`config.mk`:
```
export PLATFORM = sky130hd
export DESIGN_NAME = stopwatch_ctrl
export DESIGN_NICKNAME = d
export VERILOG_FILES = /design/src/rtl/stopwatch_pkg.sv /design/src/rtl/bcd_mod_counter.sv /design/src/rtl/stopwatch_ctrl.sv
export SDC_FILE = /design/constraint.sdc
export NUM_CORES = 1
export LEC_CHECK = 0
export ABC_AREA = 1
export ABC_CLOCK_PERIOD_IN_PS = 1300
export BUFFER_PORTS_ARGS = -buffer_cell sky130_fd_sc_hd__buf_2
export CORE_AREA = 4 4 59 61
export CTS_BUF_LIST = sky130_fd_sc_hd__clkbuf_2 sky130_fd_sc_hd__clkbuf_4 sky130_fd_sc_hd__clkbuf_8
export DETAILED_ROUTE_END_ITERATION = 8
export DIE_AREA = 0 0 63 65
export GPL_TIMING_DRIVEN = 0
export MAX_ROUTING_LAYER = met4
export PLACE_DENSITY = 0.77
export RECOVER_POWER = 50
export SLEW_MARGIN = 20
export SYNTH_ARGS = -nofsm -noshare
export SYNTH_HDL_FRONTEND = slang
export SYNTH_SLANG_ARGS = --single-unit
```
`constraint.sdc`:
```
create_clock -name clk -period 1.3 [get_ports clk]
set_input_delay 0.39 -clock clk [delete_from_list [all_inputs] [get_ports clk]]
set_output_delay 0.39 -clock clk [all_outputs]
set_load 0.05 [all_outputs]
```
`src/rtl/stopwatch_pkg.sv`:
```
// rtl/stopwatch_pkg.sv - shared state encoding and constants for the stopwatch controller
package stopwatch_pkg;

    typedef enum logic [1:0] {
        ST_RUN    = 2'd0,
        ST_PAUSED = 2'd1,
        ST_ADJUST = 2'd2
    } sw_state_e;

    localparam int SEC_MOD_DEF = 60;
    localparam int MIN_MOD_DEF = 100;
    localparam int BCD_W       = 4;

    // Blank mask for a given state: only the field being adjusted blinks.
    function automatic logic [3:0] blank_mask(input sw_state_e st,
                                              input logic      phase,
                                              input logic      sel_sec);
        logic [3:0] m;
        m = 4'b0000;
        if (st == ST_ADJUST && phase) begin
            m = sel_sec ? 4'b0011 : 4'b1100;
        end
        return m;
    endfunction

endpackage

```
`src/rtl/bcd_mod_counter.sv`:
```
// rtl/bcd_mod_counter.sv - two-digit BCD counter wrapping at MOD-1 back to 00
module bcd_mod_counter
    import stopwatch_pkg::*;
#(
    parameter int MOD = 60
) (
    input  logic             clk,
    input  logic             rst,
    input  logic             inc,
    output logic [BCD_W-1:0] tens,
    output logic [BCD_W-1:0] ones,
    output logic             wrap
);

    localparam logic [BCD_W-1:0] MAX_TENS = BCD_W'((MOD - 1) / 10);
    localparam logic [BCD_W-1:0] MAX_ONES = BCD_W'((MOD - 1) % 10);
    localparam logic [BCD_W-1:0] NINE     = BCD_W'(9);
    localparam logic [BCD_W-1:0] ONE      = BCD_W'(1);

    logic [BCD_W-1:0] tens_q, tens_d;
    logic [BCD_W-1:0] ones_q, ones_d;
    logic             at_max;

    assign at_max = (tens_q == MAX_TENS) && (ones_q == MAX_ONES);
    assign wrap   = inc && at_max;
    assign tens   = tens_q;
    assign ones   = ones_q;

    // Next value is derived fully from legal BCD, so no illegal digit is ever stored.
    always_comb begin
        tens_d = tens_q;
        ones_d = ones_q;
        if (inc) begin
            if (at_max) begin
                tens_d = '0;
                ones_d = '0;
            end else if (ones_q == NINE) begin
                tens_d = tens_q + ONE;
                ones_d = '0;
            end else begin
                ones_d = ones_q + ONE;
            end
        end
    end

    always_ff @(posedge clk or posedge rst) begin
        if (rst) begin
            tens_q <= '0;
            ones_q <= '0;
        end else begin
            tens_q <= tens_d;
            ones_q <= ones_d;
        end
    end

endmodule

```
`src/rtl/stopwatch_ctrl.sv`:
```
// rtl/stopwatch_ctrl.sv - RUN/PAUSED/ADJUST sequencer owning the MM:SS BCD count
module stopwatch_ctrl
    import stopwatch_pkg::*;
#(
    parameter int SEC_MOD = SEC_MOD_DEF,
    parameter int MIN_MOD = MIN_MOD_DEF
) (
    input  logic             clk,
    input  logic             rst,
    input  logic             tick_1hz,
    input  logic             tick_2hz,
    input  logic             tick_blink,
    input  logic             pause_lvl,
    input  logic             adj,
    input  logic             sel,
    output logic [BCD_W-1:0] min_tens,
    output logic [BCD_W-1:0] min_ones,
    output logic [BCD_W-1:0] sec_tens,
    output logic [BCD_W-1:0] sec_ones,
    output logic [3:0]       blank,
    output logic             running
);

    sw_state_e  state_q, state_d;
    logic       paused_flag_q, paused_flag_d;
    logic       blink_q, blink_d;
    logic       pause_q;
    logic [3:0] blank_q;
    logic       running_q;

    logic       pause_evt;
    logic       sec_inc, min_inc;
    logic       sec_wrap;
    logic       min_wrap_unused;

    assign pause_evt = pause_lvl && !pause_q;

    // A pause event always flips the flag; in ADJUST it only matters on exit.
    always_comb begin
        paused_flag_d = paused_flag_q ^ pause_evt;
        blink_d       = blink_q ^ tick_blink;
        if (adj) begin
            state_d = ST_ADJUST;
        end else begin
            state_d = paused_flag_d ? ST_PAUSED : ST_RUN;
        end
    end

    // Counting action follows the current registered state, not the next one.
    always_comb begin
        sec_inc = 1'b0;
        min_inc = 1'b0;
        case (state_q)
            ST_RUN: begin
                sec_inc = tick_1hz;
                min_inc = sec_wrap;
            end
            ST_ADJUST: begin
                sec_inc = tick_2hz && sel;
                min_inc = tick_2hz && !sel;
            end
            default: begin
                sec_inc = 1'b0;
                min_inc = 1'b0;
            end
        endcase
    end

    always_ff @(posedge clk or posedge rst) begin
        if (rst) begin
            state_q       <= ST_RUN;
            paused_flag_q <= 1'b0;
            blink_q       <= 1'b0;
            pause_q       <= 1'b0;
            blank_q       <= 4'b0000;
            running_q     <= 1'b1;
        end else begin
            state_q       <= state_d;
            paused_flag_q <= paused_flag_d;
            blink_q       <= blink_d;
            pause_q       <= pause_lvl;
            blank_q       <= blank_mask(state_d, blink_d, sel);
            running_q     <= (state_d == ST_RUN);
        end
    end

    bcd_mod_counter #(
        .MOD (SEC_MOD)
    ) u_sec (
        .clk  (clk),
        .rst  (rst),
        .inc  (sec_inc),
        .tens (sec_tens),
        .ones (sec_ones),
        .wrap (sec_wrap)
    );

    bcd_mod_counter #(
        .MOD (MIN_MOD)
    ) u_min (
        .clk  (clk),
        .rst  (rst),
        .inc  (min_inc),
        .tens (min_tens),
        .ones (min_ones),
        .wrap (min_wrap_unused)
    );

    assign blank   = blank_q;
    assign running = running_q;

endmodule
```
==> run summary, run 1 <==
status: finished, violations left
failing checks: setup timing
Final Util: 67.48%
worst-margin pin slew: 914.1 ps
commonest cells after routing, fill and taps aside: nand2_1, buf_6, buf_4
Final Cycle Share: 108.3%
ant diodes: 0
Seq/Total Area, Yosys: 47.02%
Critical path buffers and inverters: 2
CTS Hold Bufs: 0
leading cell type in the layout, fill and taps excluded: nand2_1
first drt pass iteration count: 4
slowest stage delay, CP: 430 ps
Critical Path End Type: primary output
IO buf count: 28
max-slew violations: 0
PwrDens: 2072 nW/µm²
wl on met1: 1.312 mm
Final Skew: 5.392 ps
Clk pwr share: 13.0%
layout cell share with drive strength beyond 1: 50.48%
GRT Overall Usage: 16.09%
HP Class: input pin to flop
Mapped Cells: 152
DRC viols: 0
Worst setup endpoint: blank[3]
worst setup margin: -107.6 ps
syn_nets: 166
DR vias: 1200
Net count, final: 223
core region area: 2978 µm²
Slew HR: 38.99%
final setup vio count: 26
Die W: 63 µm
Cell Area, Synth: 1280 µm²
vias in the first global route: 1135
Final HPWL DP: 1.858 mm
Psw: 1.868 mW
die height: 65 µm
DR vias/cell: 4.979
slowest CP cell: dfrtp_1
CP Class: flop to primary output
CP Launch Point: blank[2]$_DFF_PP0_
fin crit period: 1408 ps
worst reg-to-reg path cell count: 9
top layer in use: met4
Reg2Reg Setup Slack: -70 ps
dpl cells: 213
Layout area overhead: 56.99%
met2 routed WL: 1.633 mm
P_leak: 1.004 nW
met3 wire len: 130 µm
Crit path arrival time: 1020 ps
Yosys warnings: 0
worst reg2reg path startpoint: u_sec.tens[1]$_DFFE_PP0P_
# IOs: 29
Hold Fails Final Rpt: 0
Reg2Reg Capture Point: u_min.tens[2]$_DFFE_PP0P_
Clock Latency Late Sink: 320 ps
CP startpoint kind: flop
pre-CTS WS: -52.15 ps
sequential power share: 29.2%
CTS tree: done
worst-path fanout max: 2
CTS max path bufs: 2
Die Area: 4095 µm²
WL/cell: 12.98 µm
Fmax achieved: 710.4 MHz
#FFs+latches synth: 24
row count: 20
Internal: 2.296 mW
critical-path cell list: buf_6, buf_8
largest net degree at the start of global routing: 25
initial core utilization: 42.98%
Remaining Overflow, GRT: 0
routability-driven placement congestion ratio: 0.7180
clk root buf: clkbuf_4
Final ANT Viol Nets: 0
setup total negative slack: -1013 ps
Finished Layout Cells: 241
drt total wl: 3.128 mm
fin area: 2009 µm²
delay-heaviest family, CP: flip-flops
TritonCTS Buffers: 3
combinational power share: 57.9%
first-pass GRT wire length: 5.112 mm
Max IR drop VDD: 0.001072 V
Initial DRC Count: 19
RSZ-0062 raised after global routing: true
Area after DPL: 1519 µm²
Max Cap Viol: 0
initial antenna violation count: 0
clk sinks: 24
CTS H-Tree Depth: 1
CTS clk-pin slew, worst paths: 140 ps
WP depth: 2
Post-Syn Area per Cell: 8.421 µm²
Design Power: 4.164 mW
Netlist cell types: 22
Critical Path RT: 910 ps
final hold slack: 182.7 ps
Net Sw Frac: 44.86%
timing repair:
action | CTS | global route
buffers inserted | 14 | 9
gates resized for setup | 49 | 26
cloned | 0 | 1
setup endpoints to repair | 29 | 35
pin swaps | 1 | 11
cell type report:
| class | count | area (µm²) |
|---|---|---|
| clock inverter | 1 | 30.03 |
| buffer | 3 | 37.54 |
| timing repair buffer | 52 | 489.2 |
| sequential | 24 | 619.3 |
| fill | 238 | 968.4 |
| tap | 33 | 41.29 |
| multi-input combinational | 102 | 683.2 |
| clock buffer | 3 | 22.52 |
| inverter | 23 | 86.33 |
synth_stat cells:
library cell	number	area [µm²]
nand3_2	3	30.03
nor2_1	16	60.06
o21ai_0	9	45.04
or2_2	2	12.51
nand2_4	1	11.26
xnor2_1	1	8.760
xor2_1	6	52.55
a21oi_1	3	15.01
buf_8	1	15.01
nand2_2	3	18.77
inv_1	22	82.58
o21ai_1	1	5.000
inv_2	1	3.750
nand3_1	12	60.06
dfstp_2	1	26.28
nor2_4	2	22.52
nand2_1	34	127.6
nor3_1	1	5.000
ha_1	6	75.07
nand4_1	2	12.51
buf_4	2	15.01
dfrtp_1	23	575.6
logic make-up after synthesis:
logic type               after synthesis  synth area share (%)
buffers and inverters                 26                 9.090
AND/OR/NAND/NOR                       76                 28.15
adder cells (fa/ha/maj)                6                 5.865
AO/OA/AOI/OAI                         13                 5.082
XOR/XNOR                               7                 4.790
flip-flops                            24                 47.02
registers in the layout, indices dropped and copies added (netlist names):
register	cells
blank	2
blink_q	1
pause_q	1
paused_flag_q	1
running	1
state_q	2
u_min.ones	4
u_min.tens	4
u_sec.ones	4
u_sec.tens	4
worst register-to-register path, stage by stage (launching register included):
cell and delay, ps:
dfrtp_2 470, inv_2 70, ha_4 130, nand3_4 70, nor2_4 120, nand2_2 70, nand2_4 110, clkbuf_16 160
nand3_2 60, nand2_1 70
how the worst min path moves through the flow:
| stage | slack (ps) | start | to | depth (start not counted) |
|---|---|---|---|---|
| after global routing | 170 | pause_lvl | pause_q$_DFF_PP0_ | 1 |
| final | 180 | pause_lvl | pause_q$_DFF_PP0_ | 1 |
| after CTS | 170 | pause_lvl | pause_q$_DFF_PP0_ | 1 |
| after floorplan | 400 | rst | blank[1]$_DFF_PP0_ | 1 |
| after detailed placement | 450 | blink_q$_DFF_PP0_ | blink_q$_DFF_PP0_ | 1 |
| after global placement | 450 | blink_q$_DFF_PP0_ | blink_q$_DFF_PP0_ | 1 |
routing by layer:
metal,vias up,global-route usage (%)
met4,0,7.163
met5,-,-
li1,588,-
met1,574,20.48
met2,32,25.69
met3,6,2.080
power groups by stage:
stage	Clock (mW)	Sequential [mW]	Combinational [mW]
final	0.540	1.21	2.41
after global routing	0.603	1.25	2.59
after CTS	0.550	1.20	2.15
after detailed placement	0	1.26	1.61
after global placement	0	1.26	1.56
after floorplan	0	1.83	0.669
(Power assumes the default switching activity.)
==> run 2: changes to the inputs <==
SKIP_CTS_REPAIR_TIMING = 1   (was not set)
==> run summary, run 2 (synthesis gave the netlist of run 1 again) <==
worst reg2reg path startpoint: u_sec.ones[1]$_DFFE_PP0P_
CTS max path bufs: 2
worst-path fanout max: 2
row count: 20
PwrDens: 2067 nW/µm²
GRT Overall Usage: 13.83%
Hold Path End: pause_q$_DFF_PP0_
final hold slack: 184.3 ps
vias in the first global route: 1000
TritonCTS Buffers: 3
Area after DPL: 1519 µm²
CTS clk-pin slew, worst paths: 140 ps
layout cell share with drive strength beyond 1: 45.85%
Psw: 1.779 mW
CTS tree: done
DR vias: 1153
combinational power share: 54.8%
CTS H-Tree Depth: 1
Clock Latency Late Sink: 310 ps
Die Area: 4095 µm²
CP startpoint kind: flop
HP Class: input pin to flop
Initial DRC Count: 31
final setup vio count: 29
clk sinks: 24
sequential power share: 31.6%
WL/cell: 12.13 µm
initial antenna violation count: 0
P_leak: 0.9734 nW
dpl cells: 213
clk root buf: clkbuf_4
Net Sw Frac: 44.56%
HP Start: pause_lvl
Finished Layout Cells: 238
routability-driven placement congestion ratio: 0.7180
Final Skew: 6.828 ps
Reg2Reg Capture Point: u_min.tens[1]$_DFFE_PP0P_
fin crit period: 1412 ps
Slew HR: 40.44%
Critical Path RT: 910 ps
max-slew violations: 0
largest net degree at the start of global routing: 25
Final Cycle Share: 108.6%
Critical Path End Type: primary output
status: finished, violations left
die height: 65 µm
initial core utilization: 42.98%
core region area: 2978 µm²
Layout area overhead: 50.93%
Fmax achieved: 708.1 MHz
# IOs: 29
CP Class: flop to primary output
Hold Fails Final Rpt: 0
first drt pass iteration count: 4
Final ANT Viol Nets: 0
first-pass GRT wire length: 4.491 mm
Max Cap Viol: 0
commonest cells after routing, fill and taps aside: nand2_1, buf_4, inv_1
filler cell count in the final layout: 243
Final Util: 64.87%
IO buf count: 28
Crit path arrival time: 1020 ps
setup total negative slack: -1366 ps
Hold Crit Depth: 1
Max IR drop VDD: 0.001035 V
worst reg-to-reg path cell count: 9
Clk pwr share: 13.6%
DRC viols: 0
Reg2Reg Setup Slack: -90 ps
ant diodes: 0
leading cell type in the layout, fill and taps excluded: nand2_1
Internal: 2.214 mW
Design Power: 3.993 mW
worst-margin pin slew: 892.4 ps
Die W: 63 µm
worst setup margin: -112.2 ps
pre-CTS WS: -52.15 ps
Final HPWL DP: 1.858 mm
DR vias/cell: 4.845
Net count, final: 220
failing checks: setup timing
drt total wl: 2.888 mm
fin area: 1932 µm²
Remaining Overflow, GRT: 0
RSZ-0062 raised after global routing: true
## run 2: cell count changes in the layout (fill, tap and decap cells not counted), sizes merged
cell and change:
buf -3
## run 2: cell type report
type | instances | area [µm²] | area share (%)
Buffer | 3 | 37.54 | 1.943
Clock buffer | 3 | 22.52 | 1.166
Clock inverter | 1 | 30.03 | 1.554
Inverter | 23 | 88.84 | 4.598
Multi-Input combinational cell | 102 | 635.6 | 32.90
Sequential cell | 24 | 620.6 | 32.12
Tap cell | 33 | 41.29 | 2.137
Timing Repair Buffer | 49 | 455.4 | 23.58
## run 2: power by group through the flow
stage	sequential, mW	combinational, mW	clock (mW)
after CTS	1.25	1.62	0.550
after detailed placement	1.26	1.61	0
after floorplan	1.83	0.669	0
after global routing	1.30	2.35	0.597
final	1.26	2.19	0.542
after global placement	1.26	1.56	0
## run 2: how the worst max path moves through the flow
stage | depth (start not counted) | slack (ps) | from | end
2_1_floorplan | 9 | -90 | u_sec.tens[1]$_DFFE_PP0P_ | u_min.tens[0]$_DFFE_PP0P_
3_3_place_gp | 9 | -20 | u_sec.tens[1]$_DFFE_PP0P_ | u_min.ones[3]$_DFFE_PP0P_
3_5_place_dp | 9 | -50 | u_sec.tens[1]$_DFFE_PP0P_ | u_min.tens[0]$_DFFE_PP0P_
4_1_cts | 1 | -220 | u_min.tens[2]$_DFFE_PP0P_ | min_tens[2]
5_1_grt | 9 | -170 | u_sec.tens[1]$_DFFE_PP0P_ | u_min.tens[1]$_DFFE_PP0P_
6_report | 2 | -110 | blank[2]$_DFF_PP0_ | blank[3]
## run 2: critical path, cell delays in order (launching register included)
cell and delay (ps):
dfrtp_1 440, buf_6 130, buf_8 140
## run 2: routing by layer
| metal | vias up | share of wire [%] | global-route usage [%] |
|---|---|---|---|
| li1 | 577 | - | - |
| met1 | 553 | 45 | 18.28 |
| met2 | 21 | 51 | 21.61 |
| met5 | - | 0 | - |
| met3 | 2 | 3.8 | 1.560 |
| met4 | 0 | 0.93 | 5.785 |
